==> config.mk <==
export PLATFORM = sky130hd
export DESIGN_NAME = poly_rng_feeder
export DESIGN_NICKNAME = d
export VERILOG_FILES = /design/src/rtl/poly_pkg.sv /design/src/rtl/poly_rng_feeder_fifo.sv /design/src/rtl/poly_rng_feeder.sv
export SDC_FILE = /design/constraint.sdc
export NUM_CORES = 1
export LEC_CHECK = 0
export CAP_MARGIN = 20
export CORE_MARGIN = 2
export CORE_UTILIZATION = 52
export CTS_CLUSTER_DIAMETER = 200
export DETAILED_ROUTE_END_ITERATION = 12
export PLACE_DENSITY = 0.77
export RECOVER_POWER = 50
export SLEW_MARGIN = 20
export SYNTH_ARGS = -nofsm -noshare
export SYNTH_HDL_FRONTEND = slang
export SYNTH_HIERARCHICAL = 1
export SYNTH_SLANG_ARGS = --single-unit
==> constraint.sdc <==
create_clock -name clk -period 4.55 [get_ports clk]
set_input_delay 0.6825 -clock clk [delete_from_list [all_inputs] [get_ports clk]]
set_output_delay 0.6825 -clock clk [all_outputs]
set_load 0.05 [all_outputs]
==> src/rtl/poly_pkg.sv <==
// Shared widths and helpers for the polynomial RNG feeder.
package poly_pkg;

    localparam int RNG_W     = 128;
    localparam int BEAT_W    = 64;
    localparam int DEF_DEPTH = 4;

    // Width of a 0..depth occupancy counter.
    function automatic int lvl_w(input int depth);
        return $clog2(depth) + 1;
    endfunction

    localparam int LVL_W_DEF = lvl_w(DEF_DEPTH);

endpackage

==> src/rtl/poly_rng_feeder_fifo.sv <==
// Synchronous FIFO of 128-bit random words; storage itself is not reset.
module rng_fifo
    import poly_pkg::*;
#(
    parameter int DEPTH = 4
) (
    input  logic                     clk,
    input  logic                     rst_n,
    input  logic                     clr,
    input  logic                     push,
    input  logic                     pop,
    input  logic [RNG_W-1:0]         wdata,
    output logic [RNG_W-1:0]         rdata,
    output logic                     full,
    output logic                     empty,
    output logic [lvl_w(DEPTH)-1:0]  level
);

    localparam int AW    = $clog2(DEPTH);
    localparam int LVL_W = lvl_w(DEPTH);

    logic [RNG_W-1:0] mem_r [DEPTH];
    logic [AW-1:0]    wr_ptr_r;
    logic [AW-1:0]    rd_ptr_r;
    logic [LVL_W-1:0] level_r;
    logic             do_push_s;
    logic             do_pop_s;

    assign full      = (level_r == LVL_W'(DEPTH));
    assign empty     = (level_r == {LVL_W{1'b0}});
    assign level     = level_r;
    assign do_push_s = push && !full;
    assign do_pop_s  = pop && !empty;

    // Pointer and occupancy update; pointers wrap naturally since DEPTH is a power of two.
    always_ff @(posedge clk) begin
        if (!rst_n || clr) begin
            wr_ptr_r <= {AW{1'b0}};
            rd_ptr_r <= {AW{1'b0}};
            level_r  <= {LVL_W{1'b0}};
        end else begin
            if (do_push_s) wr_ptr_r <= wr_ptr_r + {{(AW-1){1'b0}}, 1'b1};
            if (do_pop_s)  rd_ptr_r <= rd_ptr_r + {{(AW-1){1'b0}}, 1'b1};
            case ({do_push_s, do_pop_s})
                2'b10:   level_r <= level_r + {{(LVL_W-1){1'b0}}, 1'b1};
                2'b01:   level_r <= level_r - {{(LVL_W-1){1'b0}}, 1'b1};
                default: level_r <= level_r;
            endcase
        end
    end

    // Word storage write; contents are don't-care while empty.
    always_ff @(posedge clk) begin
        if (do_push_s) mem_r[wr_ptr_r] <= wdata;
    end

    // Head word, forced to zero while nothing is stored.
    always_comb begin
        rdata = {RNG_W{1'b0}};
        if (!empty) rdata = mem_r[rd_ptr_r];
        else        rdata = {RNG_W{1'b0}};
    end

endmodule

==> src/rtl/poly_rng_feeder.sv <==
// Packs pairs of 64-bit XOF beats into 128-bit random words and buffers them.
module poly_rng_feeder #(
    parameter int DEPTH  = 4,
    parameter int BEAT_W = 64
) (
    input  logic                      clk,
    input  logic                      rst_n,
    input  logic                      ena,
    input  logic                      in_valid,
    input  logic [BEAT_W-1:0]         in_data,
    output logic                      in_ready,
    output logic                      rng_valid,
    output logic [2*BEAT_W-1:0]       rng,
    input  logic                      rng_extract,
    output logic [$clog2(DEPTH):0]    level,
    output logic                      err_underflow
);

    import poly_pkg::*;

    logic [BEAT_W-1:0] low_r;
    logic              half_r;
    logic              err_r;
    logic              full_s;
    logic              empty_s;
    logic              accept_s;
    logic              push_s;
    logic              pop_s;

    // Ready depends only on stored state and enable, never on in_valid.
    assign in_ready      = ena && !full_s;
    assign accept_s      = in_valid && in_ready;
    assign push_s        = accept_s && half_r;
    assign pop_s         = ena && rng_extract && !empty_s;
    assign rng_valid     = !empty_s;
    assign err_underflow = err_r;

    // Beat packer: first beat parked as the low half, second beat completes the word.
    always_ff @(posedge clk) begin
        if (!rst_n || !ena) begin
            low_r  <= {BEAT_W{1'b0}};
            half_r <= 1'b0;
        end else if (accept_s) begin
            low_r  <= half_r ? low_r : in_data;
            half_r <= !half_r;
        end else begin
            low_r  <= low_r;
            half_r <= half_r;
        end
    end

    // Sticky underflow flag; cleared only by reset or by dropping enable.
    always_ff @(posedge clk) begin
        if (!rst_n || !ena) begin
            err_r <= 1'b0;
        end else if (rng_extract && empty_s) begin
            err_r <= 1'b1;
        end else begin
            err_r <= err_r;
        end
    end

    rng_fifo #(
        .DEPTH (DEPTH)
    ) u_fifo (
        .clk   (clk),
        .rst_n (rst_n),
        .clr   (!ena),
        .push  (push_s),
        .pop   (pop_s),
        .wdata ({in_data, low_r}),
        .rdata (rng),
        .full  (full_s),
        .empty (empty_s),
        .level (level)
    );

endmodule

==> flow_summary_export.csv, run 1 <==
group,metric,value,unit
outcome,status,"complete, but fails checks",
outcome,violations,"max-capacitance violations, max-slew violations",
clock_tree,post_cts_resized,0,
placed_design,dp_hpwl,27100,um
critical_path,cp_max_fo,41,
placed_design,gp_congestion,0.741,
worst_hold_path,hp-class,"reg -> reg",
cells_and_area,drive_above_1_share,17.5,%
detailed_routing,highest_layer,"met4",
critical_path,r2r_cells,7,
synth,synth.largest_area_cell,"edfxtp_1",
critical_path,crit_path_top_delay_cell,"clkdlybuf4s50_1",
detailed_routing,ant_nets,0,
critical_path,endpoint_kind,"primary output",
critical_path,worst_ep_required_time,3870,ps
clock_tree,cts_buffers,55,
critical_path,arrival,3270,ps
clock_tree,clk_latency,590,ps
floorplan,design.die.area,45500,um2
critical_path,cp_top_family,"buffers and inverters",
critical_path,cpPeakStageDelay,880,ps
detailed_routing,firstDrtPassIters,5,
detailed_routing,wl_met1,19800,um
clock_tree,post-cts-setup-buffer-count,0,
critical_path,r2r_end,"u_fifo/mem_r[2][4]",
detailed_routing,drt_iter0_drc,854,
floorplan,fp.dieW,213,um
floorplan,die_y,213,um
cells_and_area,layout.area.seq,16900,um2
synth,yosysMostFrequentCell,"edfxtp_1",
global_route,antenna_found_initial,1,
global_route,grt_pass1_wl,70500,um
timing,final-setup-viol-count,0,
floorplan,coreArea,43200,um2
synth,ys_ff_latch,587,
synth,yosys_warnings,6,
global_route,gr-usage-all-layers,20.9,%
clock_tree,cts_hold_buf,0,
detailed_routing,dr_wl_met3,2720,um
pwr,p_per_area,397,nW/um2
synth,avgSynthCellArea,19.4,um2
clock_tree,cts_tree,"done",
clock_tree,root_buffer,"clkbuf_16",
critical_path,critPathBufInv,2,
synth,synth.distinct_cells,30,
timing,min_period,3960,ps
critical_path,crit_end,"rng[57]",
critical_path,cp.depth,4,
floorplan,core.rowCount,76,
clock_tree,h-tree-depth,2,
timing,slew-limit-headroom,-51.3,%
clock_tree,clkTransAtPathRegs,60,ps
synth,async_flop_share,0,%
detailed_routing,vias,11500,
synth,syn_area,22800,um2
cells_and_area,fillCellCount,3011,
cells_and_area,syn2layout_area_growth,19.6,%
timing,final_hold_viol_count,0,
cells_and_area,multi_input_area,5300,um2
synth,ys_top_cells_by_area,"edfxtp_1 67%, mux4_2 13%, dfxtp_1 6.6%, nor2b_1 3.5%, mux2i_1 2.9%",
global_route,grt_max_degree,88,
detailed_routing,viasPerCell,5.70,
critical_path,path_cells,"buf_4 > mux4_2 > nor2b_1 > clkdlybuf4s50_1",
detailed_routing,wire_per_inst,23.2,um
synth,synth_edf_count,512,
timing,worst_slack,593,ps
clock_tree,clkSinkCount,587,
timing,finClkSkew,17.7,ps
synth,syn_nets,1248,
timing,tns,0,ps
cells_and_area,final_nets,1458,
critical_path,criticalPathCategory,"reg -> out",
synth,synthCells,1173,
detailed_routing,wl,46600,um
clock_tree,cts_buffer_depth,3,
timing,fmax,0.253,GHz
floorplan,io_pins,203,
critical_path,startpoint_type,"flop",
synth,synth_commonest_cells,"512 x edfxtp_1, 129 x nand3_1, 129 x nor2b_1",
timing,final_max_slew_viol_count,59,
timing,rsz0062_at_grt,"no",
run,maxCapViolCount,2,
cells_and_area,stdcell_count,2013,
timing,min_period_over_period,87.0,%
floorplan,start_util,52.8,%
global_route,grt_pass1_vias,12000,
placed_design,port_buffers,202,
critical_path,rrSetupSlack,690,ps
critical_path,timing.rr.start,"u_fifo/level[0]",
pwr,ir_drop,0.467,mV
synth,seq_area_frac_synth,74.1,%
placed_design,dp.cells,1911,
detailed_routing,wl_met2,22900,um
detailed_routing,drc_errors,0,
pwr,p_leak,8.61,nW
timing,worst_slew_pin_slew,2270,ps
global_route,grt-ovfl-total,0,
synth,synthFlopType,"edfxtp_1",
synth,synth_top_area_share,67.5,%
placed_design,dp_slack,1190,ps
layout make-up:
type	instances	area share [%]
clock buffer	77	5.77
clock inverter	24	1.08
sequential	587	62.0
inverter	11	0.152
multi-input combinational	495	19.5
timing repair buffer	233	8.86
tap	585	2.69
antenna	1	0.00919
placed cells by master (no fill, tap or decap), types with 7 or more instances in the layout:
cell / count
inv_1: 10
clkdlybuf4s50_1: 135
clkbuf_8: 7
dlygate4sd3_1: 65
buf_4: 20
clkbuf_1: 13
edfxtp_1: 512
bufinv_16: 7
nor2_1: 7
dfxtp_1: 73
nor2b_1: 129
nand3_1: 129
buf_12: 13
mux2i_1: 65
clkbuf_16: 57
clkinv_2: 10
mux4_2: 128
metal layers:
layer	vias up	global-route usage, %
li1	5056	-
met1	5977	29.3
met2	366	33.9
met3	80	3.71
met4	0	6.66
met5	-	0
metrics by stage:
stage / util (%) / power (mW) / cell area (um2) / hold WS [ps]
finish: 63.1 / 10.8 / 27200 / 480
detailed placement: 58.8 / 6.25 / 25400 / 473
global route: 63.1 / 11.1 / 27200 / 515
floorplan: - / 6.12 / 22800 / 459
global placement: 58.8 / 6.24 / 25400 / 458
CTS: 63.1 / 10.9 / 27300 / 484
flip-flops by register name, indices dropped and copies added (netlist names), named ones only:
register,flops
half_r,1
low_r,64
u_fifo/mem_r,512
err_underflow,1
u_fifo/wr_ptr_r,2
u_fifo/rd_ptr_r,2
u_fifo/level,3
power breakdown:
part / leakage, nW / switching [mW] / total [mW] / internal [mW]
registers: 5.41 / 0.0185 / 5.87 / 5.85
logic: 2.28 / 0.161 / 0.259 / 0.0981
clock network: 0.918 / 1.89 / 4.69 / 2.80
worst min-delay path: cells and delay by family (launching register included):
| family | cells | cell delay (ps) |
|---|---|---|
| compound gates | 2 | 130 |
| flops | 1 | 300 |
cells by family after synthesis:
family / share of synthesized area (%)
flip-flops: 74.1
AND/OR/NAND/NOR: 7.07
multiplexers: 15.5
buffers and inverters: 2.63
AO/OA/AOI/OAI: 0.242
adder cells (fa/ha/maj): 0.362
XOR/XNOR: 0.115
how the worst min path moves through the flow:
stage	startpoint	to	slack, ps	depth (start not counted)
detailed placement	u_fifo/rd_ptr_r[1]	flop	470	2
floorplan	u_fifo/rd_ptr_r[1]	flop	460	2
global placement	u_fifo/rd_ptr_r[1]	flop	460	2
global route	low_r[25]	u_fifo/mem_r[3][25]	510	0
finish	u_fifo/rd_ptr_r[1]	flop	480	2
CTS	u_fifo/rd_ptr_r[1]	flop	480	2
(Power assumes the default switching activity.)
==> inputs of run 2 (changes only) <==
SYNTH_HIERARCHICAL = default   (was 1)
==> run 2 against run 1 <==
Against the previous run: the flow still finishes with violations (max-capacitance violations, max-slew violations); first-iteration DRC count grew 8.5%; power rose by 0.65%; utilization down 0.41 points; clock-buffer cell count is 6 lower; setup slack better by 71 ps; synthesized area shrank 1.6%; synthesized cell count shrank 0.34%; largest cell class unchanged.
==> flow_summary_export.csv, run 2 <==
group,metric,value,unit
pwr,power.clock.fraction,44.1,%
placed_design,dp_hpwl,25700,um
global_route,grt_max_degree,77,
timing,slew-limit-headroom,-117,%
synth,synth_adder_area_share,0.368,%
detailed_routing,wire_per_inst,24.1,um
floorplan,start_util,52.4,%
cells_and_area,fillCellCount,2977,
cells_and_area,fin_util,62.7,%
timing,finClkSkew,14.2,ps
clock_tree,clkSinkCount,587,
critical_path,worst_ep_required_time,4770,ps
outcome,violations,"max-capacitance violations, max-slew violations",
synth,post_synth_and_or_nand_nor_area_fraction,5.73,%
synth,ys_top_cells_by_area,"edfxtp_1 69%, mux4_2 13%, dfxtp_1 6.7%, and2_1 3.7%, a21oi_1 1.6%",
timing,hold_ws,485,ps
synth,synth_top_area_share,68.6,%
cells_and_area,diodes,0,
clock_tree,clk_latency,590,ps
synth,synth-xor-area-share,0.117,%
timing,min_period_over_period,85.4,%
synth,seq_area_frac_synth,75.3,%
synth,muxShareOfSynthArea,12.9,%
detailed_routing,firstDrtPassIters,5,
pwr,p_per_area,406,nW/um2
global_route,grt_pass1_wl,72000,um
floorplan,core.rowCount,76,
synth,synth_edf_count,512,
timing,worst_slack,663,ps
critical_path,startpoint_type,"input port",
synth,ys_ff_latch,587,
synth,avgSynthCellArea,19.2,um2
synth,yosys_warnings,0,
timing,worst_slew_pin_slew,3250,ps
pwr,p_leak,7.93,nW
placed_design,port_buffers,202,
global_route,grt-ovfl-total,0,
clock_tree,cts_buffer_depth,3,
clock_tree,cts_buffers,55,
synth,synth_commonest_cells,"512 x edfxtp_1, 134 x and2_1, 128 x mux4_2",
synth,syn_area,22400,um2
synth,synth.distinct_cells,28,
critical_path,arrival,4110,ps
synth,async_flop_share,0,%
global_route,grt_pass1_vias,12100,
cells_and_area,largest_reg_flops,512,
cells_and_area,layout_common_cells,"512 x edfxtp_1, 137 x clkdlybuf4s50_1, 130 x and2_1",
detailed_routing,drt_iter0_drc,927,
critical_path,cp_max_fo,29,
timing,tns,0,ps
clock_tree,cts_hold_buf,0,
timing,final_max_slew_viol_count,119,
synth,synthFlopType,"edfxtp_1",
pwr,p_int,8.82,mW
cells_and_area,final_nets,1449,
pwr,seqPwrFrac,53.9,%
detailed_routing,wl,47300,um
synth,synth.largest_area_cell,"edfxtp_1",
cells_and_area,layout_commonest_cell,"edfxtp_1",
floorplan,coreArea,42800,um2
timing,rsz0062_at_grt,"no",
placed_design,dp_slack,1240,ps
pwr,swShare,19.0,%
detailed_routing,ant_nets,0,
pwr,p_switching,2.06,mW
critical_path,endpoint_kind,"flop",
critical_path,criticalPathCategory,"in -> reg",
run,maxCapViolCount,3,
timing,final-setup-viol-count,0,
synth,synth_top_family_by_area,"multiplexers",
outcome,status,"complete, but fails checks",
synth,synthCells,1169,
timing,final_hold_viol_count,0,
clock_tree,root_buffer,"clkbuf_16",
clock_tree,clkTransAtPathRegs,60,ps
global_route,antenna_found_initial,4,
synth,syn_nets,1244,
clock_tree,cts_tree,"done",
timing,fmax,0.257,GHz
floorplan,io_pins,203,
floorplan,fp.dieW,212,um
global_route,gr-usage-all-layers,21.6,%
clock_tree,post_cts_resized,0,
cells_and_area,syn2layout_area_growth,19.6,%
clock_tree,post-cts-setup-buffer-count,0,
floorplan,design.die.area,44800,um2
detailed_routing,viasPerCell,5.90,
synth,synth_compound_area_share,3.11,%
cells_and_area,drive_above_1_share,17.5,%
placed_design,gp_congestion,0.736,
clock_tree,h-tree-depth,2,
cells_and_area,regMostFlops,"u_fifo.mem_r",
critical_path,rrSetupSlack,1040,ps
pwr,comb_power_share,2.1,%
synth,yosysMostFrequentCell,"edfxtp_1",
detailed_routing,vias,11600,
pwr,ir_drop,0.281,mV
worst_hold_path,hp-class,"reg -> reg",
detailed_routing,drc_errors,0,
floorplan,die_y,212,um
timing,min_period,3890,ps
==> run 2: cell count changes in the layout (fill, tap and decap cells not counted), sizes merged, moves of 6 or more <==
cell,before,now
and2,4,134
nor2b,129,0
a21oi,5,70
o21ai,3,68
mux2i,65,1
nand3,129,65
buf,33,23
clkinv,16,23
clkbuf,77,71
==> run 2: critical path, stage by stage <==
cell and delay, ps:
dlygate4sd3_1 720, nand3_1 160, nor2_1 310, and2_0 1560
buf_4 640
==> run 2: cell families (layout without fill, tap and decap cells) <==
logic type      after synthesis  in the layout
flops                       587            587
simple gates                221            221
compound gates              139            139
mux                         129            129
buf+inv                      84            335
fa+ha+maj                     6              6
xor+xnor                      3              3
==> run 2: layout make-up <==
class	count	area, um2	area share (%)
well taps	546	683	2.55
inverters	7	27.5	0.103
flip-flops and latches	587	16900	62.9
repair buffers	225	2310	8.60
clock inverters	32	385	1.44
multi-input cells	498	5000	18.6
clock buffers	71	1540	5.74
==> run 2: path summary, 6_finish.rpt <==
| path | startpoint | to | depth (start not counted) |
|---|---|---|---|
| setup / recovery | ena | u_fifo.mem_r[2][95] | 5 |
| setup reg to reg | u_fifo.level[0] | u_fifo.mem_r[2][95] | 4 |
| hold reg to reg | u_fifo.rd_ptr_r[1] | flop | 2 |
| hold / removal | u_fifo.rd_ptr_r[1] | flop | 2 |
==> run 2: through the flow <==
stage	std cells	power [mW]	instance area, um2
finish	1966	10.9	26800
global placement	1862	6.20	24900
detailed placement	1862	6.21	24900
CTS	1965	11.0	26800
global route	1966	11.2	26800
floorplan	1169	6.07	22400
==> run 2: power by group through the flow <==
stage	Sequential [mW]	Clock, mW	Combinational (mW)
CTS	5.86	4.88	0.235
detailed placement	5.98	0	0.233
global route	5.86	5.08	0.241
floorplan	5.98	0	0.0905
finish	5.86	4.80	0.225
global placement	5.97	0	0.229
==> run 2: per-layer routing <==
metal	GRT usage (%)	routed length [um]
met3	3.58	2920
met1	28.9	19100
met5	0	42
met2	36.1	24000
met4	7.72	1310
